File: src/rtl/spi_byte_tx.sv
// SPI mode-0 master transmitter: one DATA_W-bit word per frame, MSB first.
// Ports: i_clk, i_rst_n, i_data/i_valid/o_ready in; o_sck/o_mosi/o_cs_n/o_done/o_busy out.
module spi_byte_tx #(
  parameter int CLK_DIV = 4,
  parameter int DATA_W  = 8
) (
  input  logic              i_clk,
  input  logic              i_rst_n,
  input  logic [DATA_W-1:0] i_data,
  input  logic              i_valid,
  output logic              o_ready,
  output logic              o_sck,
  output logic              o_mosi,
  output logic              o_cs_n,
  output logic              o_done,
  output logic              o_busy
);

  typedef enum logic [1:0] {
    IDLE,
    SETUP,
    SHIFT,
    HOLD
  } state_t;

  localparam logic [7:0] DIV_MAX = 8'(CLK_DIV - 1);
  localparam logic [3:0] BITS    = 4'(DATA_W);

  state_t            state_q, state_d;
  logic [7:0]        div_q, div_d;
  logic [3:0]        bit_q, bit_d;
  logic [DATA_W-1:0] sh_q, sh_d, sh_next;
  logic              sck_d, mosi_d, cs_d, done_d;
  logic              tick;

  assign tick    = (div_q == DIV_MAX);
  assign sh_next = sh_q << 1;
  assign o_ready = (state_q == IDLE);
  assign o_busy  = ~o_ready;

  always_ff @(posedge i_clk or negedge i_rst_n) begin
    if (!i_rst_n) begin
      state_q <= IDLE;
      div_q   <= '0;
      bit_q   <= '0;
      sh_q    <= '0;
      o_sck   <= 1'b0;
      o_mosi  <= 1'b0;
      o_cs_n  <= 1'b1;
      o_done  <= 1'b0;
    end else begin
      state_q <= state_d;
      div_q   <= div_d;
      bit_q   <= bit_d;
      sh_q    <= sh_d;
      o_sck   <= sck_d;
      o_mosi  <= mosi_d;
      o_cs_n  <= cs_d;
      o_done  <= done_d;
    end
  end

  always_comb begin
    state_d = state_q;
    div_d   = div_q;
    bit_d   = bit_q;
    sh_d    = sh_q;
    sck_d   = o_sck;
    mosi_d  = o_mosi;
    cs_d    = o_cs_n;
    done_d  = 1'b0;
    if (state_q != IDLE) begin
      div_d = tick ? 8'd0 : div_q + 8'd1;
    end
    unique case (state_q)
      IDLE: begin
        if (i_valid) begin
          sh_d    = i_data;
          mosi_d  = i_data[DATA_W-1];
          cs_d    = 1'b0;
          div_d   = '0;
          bit_d   = '0;
          state_d = SETUP;
        end
      end
      SETUP: begin
        if (tick) begin
          sck_d   = 1'b1;
          bit_d   = bit_q + 4'd1;
          state_d = SHIFT;
        end
      end
      SHIFT: begin
        if (tick) begin
          if (!o_sck) begin
            sck_d = 1'b1;
            bit_d = bit_q + 4'd1;
          end else begin
            sck_d = 1'b0;
            // last falling edge keeps the LSB on the line
            if (bit_q == BITS) begin
              state_d = HOLD;
            end else begin
              sh_d   = sh_next;
              mosi_d = sh_next[DATA_W-1];
            end
          end
        end
      end
      HOLD: begin
        if (tick) begin
          cs_d    = 1'b1;
          done_d  = 1'b1;
          div_d   = '0;
          bit_d   = '0;
          state_d = IDLE;
        end
      end
      default: state_d = IDLE;
    endcase
  end

endmodule

File: config.mk
export PLATFORM = sky130hd
export DESIGN_NAME = spi_byte_tx
export DESIGN_NICKNAME = d
export VERILOG_FILES = /design/src/rtl/spi_byte_tx.sv
export SDC_FILE = /design/constraint.sdc
export NUM_CORES = 1
export LEC_CHECK = 0
export ABC_AREA = 0
export BUFFER_PORTS_ARGS = -buffer_cell sky130_fd_sc_hd__buf_2
export CAP_MARGIN = 40
export CORE_ASPECT_RATIO = 1.2
export CORE_MARGIN = 5
export CORE_UTILIZATION = 55
export DETAILED_ROUTE_END_ITERATION = 10
export HOLD_SLACK_MARGIN = 0.1
export PLACE_DENSITY = 0.76
export SKIP_CTS_REPAIR_TIMING = 1
export SLEW_MARGIN = 10
export SYNTH_ARGS = -nofsm -noshare
export SYNTH_HDL_FRONTEND = slang
export SYNTH_SLANG_ARGS = --single-unit
export TNS_END_PERCENT = 1
File: constraint.sdc
create_clock -name i_clk -period 2.4 [get_ports i_clk]
set_input_delay 0.48 -clock i_clk [delete_from_list [all_inputs] [get_ports i_clk]]
set_output_delay 0.48 -clock i_clk [all_outputs]
set_load 0.02 [all_outputs]
==> results of run 1 <==
[cells in the mapped netlist]
cell type | count | area share (%)
xor2_1 | 5 | 3.1
or3_1 | 1 | 0.45
o2111ai_1 | 1 | 0.62
o31a_1 | 1 | 0.62
mux2_1 | 1 | 0.80
nand2_1 | 7 | 1.9
nand2b_1 | 1 | 0.45
dfrtp_1 | 24 | 43
nor2b_1 | 2 | 0.89
a311o_1 | 1 | 0.71
o311ai_0 | 1 | 0.62
a2bb2oi_1 | 2 | 1.2
nand3_1 | 4 | 1.4
inv_1 | 11 | 2.9
o32a_1 | 1 | 0.71
o32ai_1 | 1 | 0.62
nor2_1 | 12 | 3.2
a211oi_1 | 1 | 0.53
clkbuf_1 | 2 | 0.53
o32ai_2 | 1 | 1.2
o22a_1 | 1 | 0.62
buf_1 | 1 | 0.27
o21ai_0 | 3 | 1.1
and4b_1 | 1 | 0.71
and3_1 | 1 | 0.45
dfstp_2 | 1 | 1.9
mux2_2 | 13 | 10
nand2_2 | 1 | 0.45
ha_1 | 7 | 6.2
o22ai_4 | 1 | 1.4
nor3b_2 | 1 | 0.89
a21oi_1 | 3 | 1.1
or2_2 | 1 | 0.45
xnor2_1 | 1 | 0.62
nand4_1 | 4 | 1.8
nor4_1 | 1 | 0.45
mux2i_1 | 4 | 2.9
o221ai_1 | 1 | 0.62
nor4_4 | 1 | 1.5
a22oi_2 | 1 | 0.89
[worst max path at each step]
| stage | endpoint | slack [ps] | start |
|---|---|---|---|
| floorplan | sh_q[1] | 420 | state_q[0] |
| global placement | sh_q[3] | 460 | state_q[0] |
| detailed placement | sh_q[6] | 420 | state_q[0] |
| CTS | o_busy | 340 | state_q[0] |
| global route | o_busy | 250 | state_q[1] |
| finish | o_busy | 340 | state_q[0] |
[power by group]
group | internal (W) | switching, W | leakage, nW | total, W
Combinational | 0.000474 | 0.000615 | 0.399 | 0.00109
Sequential | 0.000580 | 0.000119 | 0.312 | 0.000700
Clock | 0.0000627 | 0.000129 | 0.0177 | 0.000191
Total | 0.00112 | 0.000863 | 0.728 | 0.00198
[layout make-up]
type                            count  area share (%)
Inverter                           11           2.653
Clock buffer                        3           1.447
Tap cell                           33           2.653
Multi-Input combinational cell     89           46.54
Clock inverter                      1          0.3215
Sequential cell                    25           40.27
Timing Repair Buffer               18           6.109
[flip-flops by register name, summed over array words and instances, names as in the netlist]
| register | flops |
|---|---|
| div_q | 8 |
| o_done | 1 |
| o_cs_n | 1 |
| state_q | 2 |
| o_sck | 1 |
| bit_q | 4 |
| o_mosi | 1 |
| sh_q | 7 |
[per-layer routing]
layer  part of all wire, %  vias to the layer above  global-route usage (%)
li1                      -                      493                       -
met1                    43                      511                   20.99
met2                    51                       25                   30.26
met3                   3.8                        5                   2.750
met4                   2.2                        0                   10.09
met5                     0                        -                       0
[kinds of logic after synthesis]
kind of cell / count (synthesis)
and+or+nand+nor: 38
buffers and inverters: 14
adders and majority gates: 7
xor gates and xnor gates: 6
AOI/OAI and AO/OA: 20
DFF: 25
muxes: 18
[per-stage QoR]
step	instance area (µm²)	utilization, %	setup WS (ps)	power (W)	hold WS, ps
after floorplan	1404	-	423.5	0.001520	184.4
after global placement	1529	61.10	458.6	0.001742	477.7
after detailed placement	1529	61.10	421.6	0.001806	477.6
after CTS	1556	62.20	339.6	0.002001	117.0
after global routing	1556	62.20	248.5	0.002175	136.2
final	1556	62.20	336.9	0.001980	112.5
==> results.ini, run 1 <==
[die]
io_pins = 17
core_mm2 = 0.002502
die_y_um = 65.35
die-area_mm2 = 0.003667
die_x_um = 56.12
initial_core_util_pct = 56.10
rows = 20

[drt]
wl_per_cell_um = 14.98
drt_iter0_markers = 27
drt_pre_antenna_iters = 4
routed_wl_um = 2696
vias = 1034
ant_nets = 0
drc_errors = 0
via_per_inst = 5.744

[finish]
multiInputGateArea_um2 = 724.4
drive_above_1_share_pct = 29.25
nFillCells = 215
finalNetCount = 166
final_cell_count_no_fill = 180
layout_common_cells = dfrtp_1 (24), buf_2 (16), mux2_2 (13)
n_antenna_cell = 0
final_common_cell = dfrtp_1
seqCellArea_um2 = 626.9
synthToLayoutAreaGrowth_pct = 10.87

[setup_path]
crit_path_frequent_cell = inv_1
critPathCaptureType = output pin
criticalPathCategory = reg2out
cp.depth = 5
r2r_end = sh_q[6]
cpPeakStageDelay_ps = 410
crit_required_ps = 1920
worstRegToRegCells = 6
cp-start-kind = flip-flop
cp.buffers_inverters = 4
critical_path.top_delay_family = buffers and inverters
worstPathCellList = inv_1, ha_1, buf_4, inv_1, buf_2
r2r_setup_slack_ps = 410
worstPathArrival_ps = 1580
slowest_stage = dfrtp_1
cp_max_fo = 12
timing.rr.start = state_q[0]

[sta]
timing.final.crit_share_pct = 85.96
final.setup.tns_ps = 0
finalHoldViolCount = 0
max_freq_mhz = 484.7
worst_pin_slew_ps = 552.6
report.final.slew_viol_count = 0
relSlewSlack_pct = 63.16
rsz0062_at_grt = no
finalSetupViolCount = 0
fin_crit_ps = 2063
clock_skew_ps = 5.475

[synthesis]
syn_inst = 128
yosys-mux-area-fraction_pct = 14.08
avgSynthCellArea_um2 = 10.97
seq_area_frac_synth_pct = 44.65
synthesis.area_mm2 = 0.001404
synthAdderAreaFrac_pct = 6.239
mappedNetlistNets = 146
synth_top_family_by_area = simple AND/OR/NAND/NOR gates
synth_compound_area_share_pct = 12.57
synthXorXnorAreaFrac_pct = 3.743
synth-simple-area-share_pct = 14.97
synth_seq_cells = 25
synth_warnings = 0
synth.distinct_cells = 40

[hold_path]
min_path_type = in2async

[place]
place_congestion = 0.8006
port_buffers = 16
post-dp-hpwl_um = 2082
dp_cells = 176

[clock_network]
worstSkewPairLatency_ps = 330
cts_buffers = 3
cts.sinks = 25
clkSlewWorstSetupHoldPaths_ps = 130
tritoncts = done
cts_buffer_depth = 2
cts_root_buf = clkbuf_4
cts.htree.levels = 1

[run]
maxCapViolations = 0

[global_route]
grt_usage_pct = 17.68
grt_max_degree = 26
antenna_found_initial = 0
grt_first_pass_wirelength_um = 5078
first_global_vias = 1148
grt_overflow = 0

[status]
status = finished, final reports clean

[power]
ir_worst_vdd_mv = 0.7789
p_leak_nw = 0.7284
power.density_mw_per_mm2 = 1272

Power figures use the tool's default switching activity.
==> run 2, diff against run 1 <==
- GPL_TIMING_DRIVEN: not set -> 0
==> results.ini, run 2 (synthesis results as in run 1) <==
[status]
status = finished, final reports clean

[setup_path]
slowest_stage = dfrtp_1
cpPeakStageDelay_ps = 420
critPathCaptureType = output pin
cp.buffers_inverters = 4
crit_path_frequent_cell = inv_1
crit_required_ps = 1920
criticalPathCategory = reg2out
critical_path.top_delay_family = buffers and inverters
worstPathArrival_ps = 1650
cp-start-kind = flip-flop
cp_max_fo = 10
worstPathCellList = inv_1, ha_1, clkbuf_2, inv_1, buf_2

[drt]
drc_errors = 0
routed_wl_um = 2713
ant_nets = 0
wl_per_cell_um = 14.99
vias = 1044
drt_pre_antenna_iters = 4
via_per_inst = 5.768
drt_iter0_markers = 17

[sta]
max_freq_mhz = 470.0
timing.final.crit_share_pct = 88.66
final.setup.tns_ps = 0
relSlewSlack_pct = 62.28
rsz0062_at_grt = no
finalSetupViolCount = 0
clock_skew_ps = 5.096
finalHoldViolCount = 0
report.final.slew_viol_count = 0
fin_crit_ps = 2128
worst_pin_slew_ps = 565.9

[clock_network]
tritoncts = done
worstSkewPairLatency_ps = 320
cts.sinks = 25
cts_buffer_depth = 2
cts_root_buf = clkbuf_4
clkSlewWorstSetupHoldPaths_ps = 130
cts_buffers = 3
cts.htree.levels = 1

[global_route]
grt_max_degree = 26
grt_overflow = 0
grt_first_pass_wirelength_um = 4899
first_global_vias = 1138
grt_usage_pct = 17.00
antenna_found_initial = 0

[finish]
stdcell_area_mm2 = 0.001554
biggestRegsByFlops = div_q: 8 flops, sh_q: 7 flops, bit_q: 4 flops
final_common_cell = dfrtp_1
drive_above_1_share_pct = 28.38
final_cell_count_no_fill = 181
layout_common_cells = dfrtp_1 (24), buf_2 (16), mux2_2 (13)
largest-register = div_q
largest_register_ffs = 8
nFillCells = 224
finalNetCount = 167
synthToLayoutAreaGrowth_pct = 10.70
n_antenna_cell = 0

[place]
place_congestion = 0.8234
post-dp-hpwl_um = 2100
place_area_mm2 = 0.001525
dp_cells = 177
port_buffers = 16

[die]
initial_core_util_pct = 56.10
io_pins = 17
die-area_mm2 = 0.003667
die_y_um = 65.35
rows = 20
die_x_um = 56.12
core_mm2 = 0.002502

[power]
ir_worst_vdd_mv = 0.7644
p_leak_nw = 0.7249
power.density_mw_per_mm2 = 1262
p_total_w = 0.001961

[hold_path]
min_path_type = in2async

[run]
maxCapViolations = 0

-- run 2: changes by cell type in the layout (fill, tap and decap cells not counted), sizes merged --
cell,previous run,this run
clkbuf,3,5
buf,18,17
-- run 2: cell type report --
cell class / count / area, µm² / share of cell area, %
Multi-Input combinational cell: 89 / 724.4 / 46.62
Sequential cell: 25 / 626.9 / 40.34
Timing Repair Buffer: 16 / 80.08 / 5.153
Inverter: 11 / 41.29 / 2.657
Tap cell: 33 / 41.29 / 2.657
Clock buffer: 3 / 22.52 / 1.449
Buffer: 3 / 12.51 / 0.8052
Clock inverter: 1 / 5.005 / 0.3221
-- run 2: per-layer routing --
metal,share of wire (%),global-route usage (%)
met5,0,0
met4,1.8,7.418
met3,3.7,2.554
met2,53,32.60
met1,41,18.23
-- run 2: path summary, 6_finish.rpt --
| path | slack [ps] | cells past startpoint | startpoint | to |
|---|---|---|---|---|
| min in group i_clk | 410 | 3 | i_data[0] | sh_q[0] |
| max in group asynchronous | 1890 | 1 | i_rst_n | o_cs_n |
| hold / removal | 130 | 1 | i_rst_n | sh_q[6] |
| hold reg to reg | 510 | 1 | o_mosi | o_mosi |
| setup reg to reg | 330 | 6 | state_q[0] | sh_q[5] |
| setup / recovery | 270 | 5 | state_q[0] | o_busy |
-- run 2: worst reg2reg max path: cells and delay by family, from the launching register on --
family / cells / cell delay [ps]
adder cells (fa/ha/maj): 1 / 300
flip-flops: 1 / 440
AO/OA/AOI/OAI: 2 / 620
multiplexers: 1 / 390
AND/OR/NAND/NOR: 1 / 130
buffers and inverters: 1 / 100
-- run 2: through the flow --
| stage | util (%) | setup WS, ps | hold slack (ps) |
|---|---|---|---|
| finish | 62.10 | 272.3 | 130.9 |
| global route | 62.10 | 155.6 | 158.0 |
| CTS | 62.05 | 74.58 | 131.1 |
| detailed placement | 60.95 | 293.2 | 473.8 |
| global placement | 60.95 | 360.8 | 466.6 |
| floorplan | - | 423.5 | 184.4 |
-- run 2: power by group --
| part | switching [W] | total, W | internal [W] | leakage [nW] |
|---|---|---|---|---|
| Clock | 0.000126 | 0.000189 | 0.0000625 | 0.0177 |
| Sequential | 0.000123 | 0.000704 | 0.000580 | 0.312 |
| Combinational | 0.000608 | 0.00107 | 0.000461 | 0.395 |
| Total | 0.000857 | 0.00196 | 0.00110 | 0.725 |
